## config.mk

```make
export PLATFORM = sky130hd
export DESIGN_NAME = dual_port_bus_arbiter_flat
export DESIGN_NICKNAME = d
export VERILOG_FILES = /design/src/rtl/dual_port_bus_arbiter_if.sv /design/src/rtl/dual_port_bus_arbiter.sv /design/src/flat_wrapper.sv
export SDC_FILE = /design/constraint.sdc
export NUM_CORES = 1
export LEC_CHECK = 0
export ABC_AREA = 1
export BUFFER_PORTS_ARGS = -buffer_cell sky130_fd_sc_hd__buf_2
export CAP_MARGIN = 40
export CORE_AREA = 2 2 121 123
export DETAILED_ROUTE_END_ITERATION = 7
export DIE_AREA = 0 0 123 125
export PLACE_DENSITY = 0.79
export SLEW_MARGIN = 10
export SYNTH_ARGS = -nofsm -noshare
export SYNTH_HDL_FRONTEND = slang
export SYNTH_SLANG_ARGS = --single-unit
```

## constraint.sdc

```tcl
create_clock -name clk -period 2.8 [get_ports clk]
set_clock_uncertainty 0.1 [all_clocks]
set_input_delay 0.56 -clock clk [delete_from_list [all_inputs] [get_ports clk]]
set_output_delay 0.56 -clock clk [all_outputs]
set_load 0.02 [all_outputs]
```

## src/rtl/dual_port_bus_arbiter_if.sv

```systemverilog
// Valid/ready request bus between one requester and one responder.
// The requester drives the request fields; the responder returns ready/rdata.
interface dual_port_bus_arbiter_if;
  localparam int unsigned ADDR_W = 32;
  localparam int unsigned DATA_W = 32;
  localparam int unsigned STRB_W = 4;

  logic              valid;
  logic [ADDR_W-1:0] addr;
  logic [DATA_W-1:0] wdata;
  logic [STRB_W-1:0] wstrb;
  logic              ready;
  logic [DATA_W-1:0] rdata;

  modport master (output valid, addr, wdata, wstrb, input ready, rdata);
  modport slave  (input valid, addr, wdata, wstrb, output ready, rdata);
endinterface

```

## src/rtl/dual_port_bus_arbiter.sv

```systemverilog
// Round-robin arbiter sharing one slave port between two masters.
// One transaction at a time; optional timeout completes a stalled access with err.
module dual_port_bus_arbiter #(
  parameter int unsigned TIMEOUT = 255
) (
  input  logic                           clk,
  input  logic                           resetn,
  dual_port_bus_arbiter_if.slave         m0,
  dual_port_bus_arbiter_if.slave         m1,
  dual_port_bus_arbiter_if.master        s,
  output logic                           grant,
  output logic                           err
);
  localparam int unsigned ADDR_W = 32;
  localparam int unsigned DATA_W = 32;
  localparam int unsigned STRB_W = 4;
  localparam int unsigned CNT_W  = 8;
  localparam int unsigned CMP_W  = CNT_W + 1;

  localparam logic [1:0] ST_IDLE = 2'd0;
  localparam logic [1:0] ST_BUSY = 2'd1;
  localparam logic [1:0] ST_DONE = 2'd2;

  localparam logic             TO_EN  = (TIMEOUT != 0);
  localparam logic [CMP_W-1:0] TO_LIM = CMP_W'(TIMEOUT);

  logic [1:0]        state_q,    state_d;
  logic              s_valid_q,  s_valid_d;
  logic [ADDR_W-1:0] s_addr_q,   s_addr_d;
  logic [DATA_W-1:0] s_wdata_q,  s_wdata_d;
  logic [STRB_W-1:0] s_wstrb_q,  s_wstrb_d;
  logic              m0_ready_q, m0_ready_d;
  logic              m1_ready_q, m1_ready_d;
  logic [DATA_W-1:0] m0_rdata_q, m0_rdata_d;
  logic [DATA_W-1:0] m1_rdata_q, m1_rdata_d;
  logic              err_q,      err_d;
  logic              grant_q,    grant_d;
  logic [CNT_W-1:0]  cnt_q,      cnt_d;

  logic              pick_m1_c;
  logic              fin_c;
  logic              fin_err_c;
  logic [DATA_W-1:0] fin_data_c;

  // Next-state and output logic; completion is resolved once after the case.
  always_comb begin
    state_d    = state_q;
    s_valid_d  = s_valid_q;
    s_addr_d   = s_addr_q;
    s_wdata_d  = s_wdata_q;
    s_wstrb_d  = s_wstrb_q;
    m0_rdata_d = m0_rdata_q;
    m1_rdata_d = m1_rdata_q;
    grant_d    = grant_q;
    cnt_d      = cnt_q;
    m0_ready_d = 1'b0;
    m1_ready_d = 1'b0;
    err_d      = 1'b0;
    pick_m1_c  = 1'b0;
    fin_c      = 1'b0;
    fin_err_c  = 1'b0;
    fin_data_c = '0;

    case (state_q)
      ST_IDLE: begin
        if (m0.valid || m1.valid) begin
          // Tie goes to the master not granted last; a lone requester always wins.
          pick_m1_c = (m0.valid && m1.valid) ? ~grant_q : m1.valid;
          grant_d   = pick_m1_c;
          s_addr_d  = pick_m1_c ? m1.addr  : m0.addr;
          s_wdata_d = pick_m1_c ? m1.wdata : m0.wdata;
          s_wstrb_d = pick_m1_c ? m1.wstrb : m0.wstrb;
          s_valid_d = 1'b1;
          cnt_d     = '0;
          state_d   = ST_BUSY;
        end
      end
      ST_BUSY: begin
        if (s.ready) begin
          fin_c      = 1'b1;
          fin_data_c = s.rdata;
        end else begin
          cnt_d = cnt_q + CNT_W'(1);
          // A slave ready in the firing cycle takes the branch above instead.
          if (TO_EN && ((CMP_W'(cnt_q) + CMP_W'(1)) == TO_LIM)) begin
            fin_c      = 1'b1;
            fin_err_c  = 1'b1;
            fin_data_c = '1;
          end
        end
      end
      ST_DONE: begin
        state_d = ST_IDLE;
      end
      default: begin
        state_d = ST_IDLE;
      end
    endcase

    if (fin_c) begin
      state_d   = ST_DONE;
      s_valid_d = 1'b0;
      err_d     = fin_err_c;
      if (grant_q) begin
        m1_ready_d = 1'b1;
        m1_rdata_d = fin_data_c;
      end else begin
        m0_ready_d = 1'b1;
        m0_rdata_d = fin_data_c;
      end
    end
  end

  // State registers; grant resets to 1 so m0 wins the first tie.
  always_ff @(posedge clk) begin
    if (!resetn) begin
      state_q    <= ST_IDLE;
      s_valid_q  <= 1'b0;
      s_addr_q   <= '0;
      s_wdata_q  <= '0;
      s_wstrb_q  <= '0;
      m0_ready_q <= 1'b0;
      m1_ready_q <= 1'b0;
      m0_rdata_q <= '0;
      m1_rdata_q <= '0;
      err_q      <= 1'b0;
      grant_q    <= 1'b1;
      cnt_q      <= '0;
    end else begin
      state_q    <= state_d;
      s_valid_q  <= s_valid_d;
      s_addr_q   <= s_addr_d;
      s_wdata_q  <= s_wdata_d;
      s_wstrb_q  <= s_wstrb_d;
      m0_ready_q <= m0_ready_d;
      m1_ready_q <= m1_ready_d;
      m0_rdata_q <= m0_rdata_d;
      m1_rdata_q <= m1_rdata_d;
      err_q      <= err_d;
      grant_q    <= grant_d;
      cnt_q      <= cnt_d;
    end
  end

  assign s.valid  = s_valid_q;
  assign s.addr   = s_addr_q;
  assign s.wdata  = s_wdata_q;
  assign s.wstrb  = s_wstrb_q;
  assign m0.ready = m0_ready_q;
  assign m1.ready = m1_ready_q;
  assign m0.rdata = m0_rdata_q;
  assign m1.rdata = m1_rdata_q;
  assign grant    = grant_q;
  assign err      = err_q;

endmodule

```

## src/flat_wrapper.sv

```systemverilog
// flat-port wrapper written by rule: the top's interface ports become plain ports
module dual_port_bus_arbiter_flat 
#(
  parameter int unsigned TIMEOUT = 255
)
  (clk, resetn, grant, err, m0_valid, m0_addr, m0_wdata, m0_wstrb, m0_ready, m0_rdata, m1_valid, m1_addr, m1_wdata, m1_wstrb, m1_ready, m1_rdata, s_valid, s_addr, s_wdata, s_wstrb, s_ready, s_rdata);
  dual_port_bus_arbiter_if m0_i ();
  dual_port_bus_arbiter_if m1_i ();
  dual_port_bus_arbiter_if s_i ();
  input  logic clk;
  input  logic resetn;
  output logic grant;
  output logic err;
  input wire logic [$bits(m0_i.valid)-1:0] m0_valid;
  input wire logic [$bits(m0_i.addr)-1:0] m0_addr;
  input wire logic [$bits(m0_i.wdata)-1:0] m0_wdata;
  input wire logic [$bits(m0_i.wstrb)-1:0] m0_wstrb;
  output wire logic [$bits(m0_i.ready)-1:0] m0_ready;
  output wire logic [$bits(m0_i.rdata)-1:0] m0_rdata;
  input wire logic [$bits(m1_i.valid)-1:0] m1_valid;
  input wire logic [$bits(m1_i.addr)-1:0] m1_addr;
  input wire logic [$bits(m1_i.wdata)-1:0] m1_wdata;
  input wire logic [$bits(m1_i.wstrb)-1:0] m1_wstrb;
  output wire logic [$bits(m1_i.ready)-1:0] m1_ready;
  output wire logic [$bits(m1_i.rdata)-1:0] m1_rdata;
  output wire logic [$bits(s_i.valid)-1:0] s_valid;
  output wire logic [$bits(s_i.addr)-1:0] s_addr;
  output wire logic [$bits(s_i.wdata)-1:0] s_wdata;
  output wire logic [$bits(s_i.wstrb)-1:0] s_wstrb;
  input wire logic [$bits(s_i.ready)-1:0] s_ready;
  input wire logic [$bits(s_i.rdata)-1:0] s_rdata;
  assign m0_i.valid = m0_valid;
  assign m0_i.addr = m0_addr;
  assign m0_i.wdata = m0_wdata;
  assign m0_i.wstrb = m0_wstrb;
  assign m0_ready = m0_i.ready;
  assign m0_rdata = m0_i.rdata;
  assign m1_i.valid = m1_valid;
  assign m1_i.addr = m1_addr;
  assign m1_i.wdata = m1_wdata;
  assign m1_i.wstrb = m1_wstrb;
  assign m1_ready = m1_i.ready;
  assign m1_rdata = m1_i.rdata;
  assign s_valid = s_i.valid;
  assign s_addr = s_i.addr;
  assign s_wdata = s_i.wdata;
  assign s_wstrb = s_i.wstrb;
  assign s_i.ready = s_ready;
  assign s_i.rdata = s_rdata;
  dual_port_bus_arbiter #(.TIMEOUT(TIMEOUT)) u_core (.clk(clk), .resetn(resetn), .m0(m0_i), .m1(m1_i), .s(s_i), .grant(grant), .err(err));
endmodule
```

==> flow_metrics.env, run 1 <==
export IMPL_avgRoutedWirePerCell_um=14.58
export IMPL_path_clk_slew_ps=60
export IMPL_switching_share_pct=30.64
export IMPL_drtIter0Drc=399
export IMPL_reg2reg_depth=9
export IMPL_intPower_w=0.004123
export IMPL_cts_repair_resized=0
export IMPL_io_pins=310
export IMPL_worst_pin_slew_ps=708.4
export IMPL_dr_pass1_iters=4
export IMPL_tritoncts_num_buffers=17
export IMPL_syn_area_mm2=0.006467
export IMPL_holdBufCountCts=0
export IMPL_clockBufferDepth=2
export IMPL_ir_worst_vdd_mv=0.3737
export IMPL_crit_slowest_cell="nand3_4"
export IMPL_globalRoute_totalOverflow=0
export IMPL_post_cts_buffers=0
export IMPL_synth_cells=870
export IMPL_synth_nets=1045
export IMPL_clock_sinks=147
export IMPL_drive_gt1_share_pct=34.81
export IMPL_seq_area_frac_synth_pct=45.50
export IMPL_syn2layout_area_growth_pct=33.86
export IMPL_grt_pass1_wl_um=30550
export IMPL_synth_distinct_cells=26
export IMPL_h_tree_depth=4
export IMPL_dr_wl_met3_um=1608
export IMPL_die_h_um=125
export IMPL_fmax_mhz=432.6
export IMPL_port_buffers=309
export IMPL_path_cells="ha_1, nand3_1, o21ai_0, nand2_1, nor2_1, nand2_2, nand2_4, nand3_4, a21oi_2"
export IMPL_routed_wl_um=19430
export IMPL_final_max_slew_viol_count=0
export IMPL_fin_ws_ps=488.4
export IMPL_via_per_inst=5.059
export IMPL_fin_area_mm2=0.008657
export IMPL_ant_nets=0
export IMPL_clk_latency_ps=420
export IMPL_crit_path_max_fanout=33
export IMPL_pwr_share_seq_pct=40.1
export IMPL_vias=6743
export IMPL_cts_tree="yes"
export IMPL_place_ws_ps=498.0
export IMPL_min_period_ps=2312
export IMPL_core_area_mm2=0.01420
export IMPL_p_total_w=0.005944
export IMPL_gp_congestion=0.8627
export IMPL_placed_area_mm2=0.008058
export IMPL_p_leak_nw=4.157
export IMPL_setup_tns_ps=0
export IMPL_comb_power_share_pct=20.9
export IMPL_path_class="flop to flop"
export IMPL_routed_wl_met2_um=9239
export IMPL_dp_hpwl_um=13450
export IMPL_grt_max_degree=138
export IMPL_drc=0
export IMPL_initial_utilization_pct=45.53
export IMPL_critPathCaptureType="flop"
export IMPL_die_x_um=123
export IMPL_rsz0062_at_grt="false"
export IMPL_hold_depth=3
export IMPL_grtUsageTotal_pct=25.07
export IMPL_cp_start_kind="flop"
export IMPL_avgSynthCellArea_um2=7.434
export IMPL_setup_viol=0
export IMPL_powerDensity_mw_per_mm2=686.6
export IMPL_cp_required_ps=3040
export IMPL_yosys_warnings=0
export IMPL_antennaDiodeCount=0
export IMPL_report_final_hold_viol_count=0
export IMPL_maxUsedRoutingLayer="met4"
export IMPL_hold_path_class="input port to flop"
export IMPL_clkPwrFrac_pct=39.0
export IMPL_outcome="complete, no violations"
export IMPL_rows=44
export IMPL_critical_path_max_stage_delay_ps=450
export IMPL_slew_headroom_pct=52.77
export IMPL_post_route_period_util_pct=82.56
export IMPL_nets=1312
export IMPL_timing_hold_ws_ps=296.5
export IMPL_grt_pass1_vias=6200
export IMPL_p_sw_w=0.001822
export IMPL_dieArea_mm2=0.01538
export IMPL_arrival_ps=2560
export IMPL_ys_seq_elements=147
export IMPL_wl_met1_um=7773
export IMPL_maxCapViolations=0
export IMPL_antenna_found_initial=0
export IMPL_root_buffer="clkbuf_16"
[power groups by stage]
stage / Clock, W / Sequential [W] / Combinational, W
floorplan: 0 / 0.00266 / 0.000540
global placement: 0 / 0.00242 / 0.00123
detailed placement: 0 / 0.00243 / 0.00124
CTS: 0.00235 / 0.00239 / 0.00124
global route: 0.00245 / 0.00241 / 0.00135
finish: 0.00232 / 0.00239 / 0.00124
[sequential cells by signal, summed over array words and instances, names as in the netlist, 2 cells and up]
register,count
u_core.m1.rdata,32
u_core.s.addr,32
u_core.cnt_q,8
u_core.state_q,2
u_core.m0.rdata,32
u_core.s.wstrb,4
u_core.s.wdata,32
[layout by cell type (no fill, tap or decap), drive strengths merged]
cell      Yosys  routed
a21oi        72      72
a22oi         1       1
a31oi        68      68
buf          27     320
bufinv        0       3
clkbuf       45      19
clkinv        1       5
clkinvlp      0       4
dfxtp       147     147
ha            2       2
inv         113     114
nand2       226     226
nand3        11      11
nand4        66      66
nor2         15      15
o21ai        74      74
o21bai        1       1
o32ai         1       1
[through the flow]
stage | util, % | cells
after floorplan | - | 870
after global placement | 56.73 | 1302
after detailed placement | 56.73 | 1302
after CTS | 60.95 | 1333
after global routing | 60.95 | 1333
final | 60.95 | 1333
[area by class of cell]
| class | instances | area (um^2) |
|---|---|---|
| repair buffers | 320 | 1669 |
| fillers | 1333 | 5547 |
| clock inverters | 12 | 156.4 |
| clock buffers | 19 | 442.9 |
| flip-flops and latches | 147 | 2943 |
| inverters | 114 | 429.2 |
| well taps | 184 | 230.2 |
| multi-input cells | 537 | 2786 |
[per-layer routing]
metal / GRT usage (%) / up-vias
li1: - / 3432
met2: 41.70 / 272
met3: 7.254 / 48
met1: 29.06 / 2991
met5: 0 / -
met4: 12.77 / 0
[final timing paths]
kind                                          from                  to  slack [ps]
worst min-delay path                  m0_wdata[15]  u_core.s.wdata[15]         300
worst max register to register     u_core.cnt_q[0]  u_core.m0.rdata[4]         490
worst min register to register  u_core.m1.rdata[9]  u_core.m1.rdata[9]         340
worst max-delay path               u_core.cnt_q[0]  u_core.m0.rdata[4]         490
[critical path: cells and delay by family, from the launching register on]
kind            cells  cell delay, ps
simple gates        6             980
compound gates      2             460
flops               1             410
fa+ha+maj           1             260
[logic make-up (layout without fill, tap and decap cells)]
| group | after synthesis | after routing | share of synthesized area [%] |
|---|---|---|---|
| buf+inv | 186 | 465 | 11.61 |
| fa+ha+maj | 2 | 2 | 0.3869 |
| flops | 147 | 147 | 45.50 |
| simple gates | 318 | 318 | 22.00 |
| compound gates | 217 | 217 | 20.51 |
[synth_stat cells]
| master | n | area [um^2] |
|---|---|---|
| nand2_1 | 223 | 837.1 |
| dfxtp_1 | 147 | 2943 |
| inv_1 | 112 | 420.4 |
| o21ai_0 | 73 | 365.4 |
| a31oi_1 | 68 | 425.4 |
| nand4_1 | 66 | 412.9 |
| clkbuf_1 | 45 | 168.9 |
| a21oi_2 | 39 | 341.6 |
| a21oi_1 | 33 | 165.2 |
| buf_1 | 15 | 56.30 |
| nor2_1 | 12 | 45.04 |
| nand3_1 | 8 | 40.04 |
| buf_2 | 6 | 30.03 |
| buf_6 | 6 | 67.56 |
| nor2_2 | 3 | 18.77 |
| ha_1 | 2 | 25.02 |
| nand2_2 | 2 | 12.51 |
| nand3_4 | 2 | 35.03 |
| a22oi_1 | 1 | 7.510 |
| clkinv_1 | 1 | 3.750 |
| inv_2 | 1 | 3.750 |
| nand2_4 | 1 | 11.26 |
| nand3_2 | 1 | 10.01 |
| o21ai_1 | 1 | 5.000 |
| o21bai_1 | 1 | 7.510 |
| o32ai_1 | 1 | 8.760 |
(Power assumes the default switching activity.)
==> run 2, diff against run 1 <==
CORE_AREA = not set   (was 2 2 121 123)
CORE_UTILIZATION = 47   (was not set)
DIE_AREA = not set   (was 0 0 123 125)
PLACE_DENSITY = 0.8   (was 0.79)
clock period = 2.3 ns   (was 2.8 ns; I/O delays follow)
==> flow_metrics.env, run 2 (synthesis results as in run 1) <==
export IMPL_fin_ws_ps=62.75
export IMPL_hold_start="m1_addr[27]"
export IMPL_crit_cells=2
export IMPL_clockBufferDepth=2
export IMPL_gp_congestion=0.8655
export IMPL_ir_worst_vdd_mv=0.5331
export IMPL_final_cells=1330
export IMPL_cp_start_kind="flop"
export IMPL_ff2ff_setup_slack_ps=270
export IMPL_cts_repair_resized=0
export IMPL_critPathCaptureType="primary output"
export IMPL_rsz0062_at_grt="false"
export IMPL_grt_pass1_wl_um=30610
export IMPL_setup_tns_ps=0
export IMPL_placed_area_mm2=0.008100
export IMPL_routed_wl_um=19680
export IMPL_hold_path_class="input port to flop"
export IMPL_globalRoute_totalOverflow=0
export IMPL_dieArea_mm2=0.01423
export IMPL_crit_path_max_fanout=33
export IMPL_crit_slowest_cell="dfxtp_1"
export IMPL_root_buffer="clkbuf_16"
export IMPL_rows=42
export IMPL_via_per_inst=5.177
export IMPL_avgRoutedWirePerCell_um=14.80
export IMPL_fmax_mhz=447.0
export IMPL_slew_headroom_pct=54.34
export IMPL_dp_hpwl_um=13820
export IMPL_drc=0
export IMPL_setup_viol=0
export IMPL_post_route_period_util_pct=97.27
export IMPL_p_leak_nw=4.167
export IMPL_path_delay_family="flip-flops"
export IMPL_vias=6885
export IMPL_cp_required_ps=1740
export IMPL_dr_pass1_iters=6
export IMPL_post_cts_buffers=0
export IMPL_nets=1315
export IMPL_final_max_slew_viol_count=0
export IMPL_clock_sinks=147
export IMPL_arrival_ps=1680
export IMPL_startpoint="u_core.grant"
export IMPL_drtIter0Drc=470
export IMPL_report_final_hold_viol_count=0
export IMPL_powerDensity_mw_per_mm2=813.0
export IMPL_drive_gt1_share_pct=35.13
export IMPL_seqCellArea_mm2=0.002943
export IMPL_hold_depth=3
export IMPL_core_area_mm2=0.01335
export IMPL_worst_pin_slew_ps=685.0
export IMPL_ant_nets=0
export IMPL_initial_utilization_pct=48.45
export IMPL_die_x_um=119.3
export IMPL_clk_latency_ps=410
export IMPL_tritoncts_num_buffers=17
export IMPL_fin_area_mm2=0.008691
export IMPL_path_clk_slew_ps=60
export IMPL_cts_tree="yes"
export IMPL_h_tree_depth=4
export IMPL_path_class="flop to primary output"
export IMPL_antenna_found_initial=3
export IMPL_dpl_cell_count=1296
export IMPL_fillers=1187
export IMPL_holdBufCountCts=0
export IMPL_layout_common_cells="308 x buf_2, 223 x nand2_1, 147 x dfxtp_1, 111 x inv_1, 73 x o21ai_0"
export IMPL_critical_path_max_stage_delay_ps=670
export IMPL_grt_pass1_vias=6288
export IMPL_multiInputGateArea_mm2=0.002808
export IMPL_maxCapViolations=0
export IMPL_min_period_ps=2237
export IMPL_die_h_um=119.3
export IMPL_reg2reg_from="u_core.cnt_q[0]"
export IMPL_syn2layout_area_growth_pct=34.38
export IMPL_port_buffers=309
export IMPL_place_ws_ps=164.1
export IMPL_final_common_cell="buf_2"
export IMPL_grt_max_degree=138
export IMPL_io_pins=310
export IMPL_reg2reg_depth=10
export IMPL_crit_buf_inv=2
export IMPL_grtUsageTotal_pct=27.28
export IMPL_outcome="complete, no violations"
export IMPL_path_cells="buf_6, buf_2"
-- run 2: layout make-up --
type	count	share of cell area [%]
antenna	1	0.02879
clock buffer	20	5.255
clock inverter	12	1.224
inverter	114	4.938
multi-input combinational	538	32.31
sequential	147	33.86
tap	176	2.534
timing repair buffer	322	19.85
-- run 2: final timing paths --
path                         endpoint
hold / removal      u_core.s.addr[27]
setup reg to reg  u_core.m0.rdata[27]
setup / recovery                grant
hold reg to reg   u_core.m0.rdata[17]
-- run 2: stage by stage --
step           hold WS [ps]  utilization [%]  total power, W
2_1_floorplan         354.1                -        0.003898
3_3_place_gp          328.0            60.54        0.004461
3_5_place_dp          332.6            60.69        0.004483
4_1_cts               181.8            64.90        0.007088
5_1_grt               196.7            65.11        0.007385
6_report              196.2            65.11        0.007066
-- run 2: power by group --
part           total (W)  leakage [nW]  switching (W)  internal, W
clock            0.00261         0.268        0.00107      0.00154
combinational    0.00154          2.69        0.00103     0.000516
sequential       0.00291          1.21       0.000120      0.00279
-- run 2: routing by layer --
metal | up-vias | part of all wire, % | GRT usage [%]
met4 | 2 | 4.0 | 15.39
met5 | - | 0.066 | 0
met1 | 3059 | 40 | 31.46
li1 | 3430 | - | -
met3 | 54 | 7.9 | 7.519
met2 | 340 | 49 | 45.46
-- run 2: worst register-to-register path, stage by stage, from the launching register on --
cell     delay [ps]
dfxtp_1         410
ha_1            250
nand3_1         110
o21ai_0         160
nand2_1          90
nor2_1          130
nand2_2          80
nand2_4         120
nand3_4          80
buf_4           270
a21oi_2         160
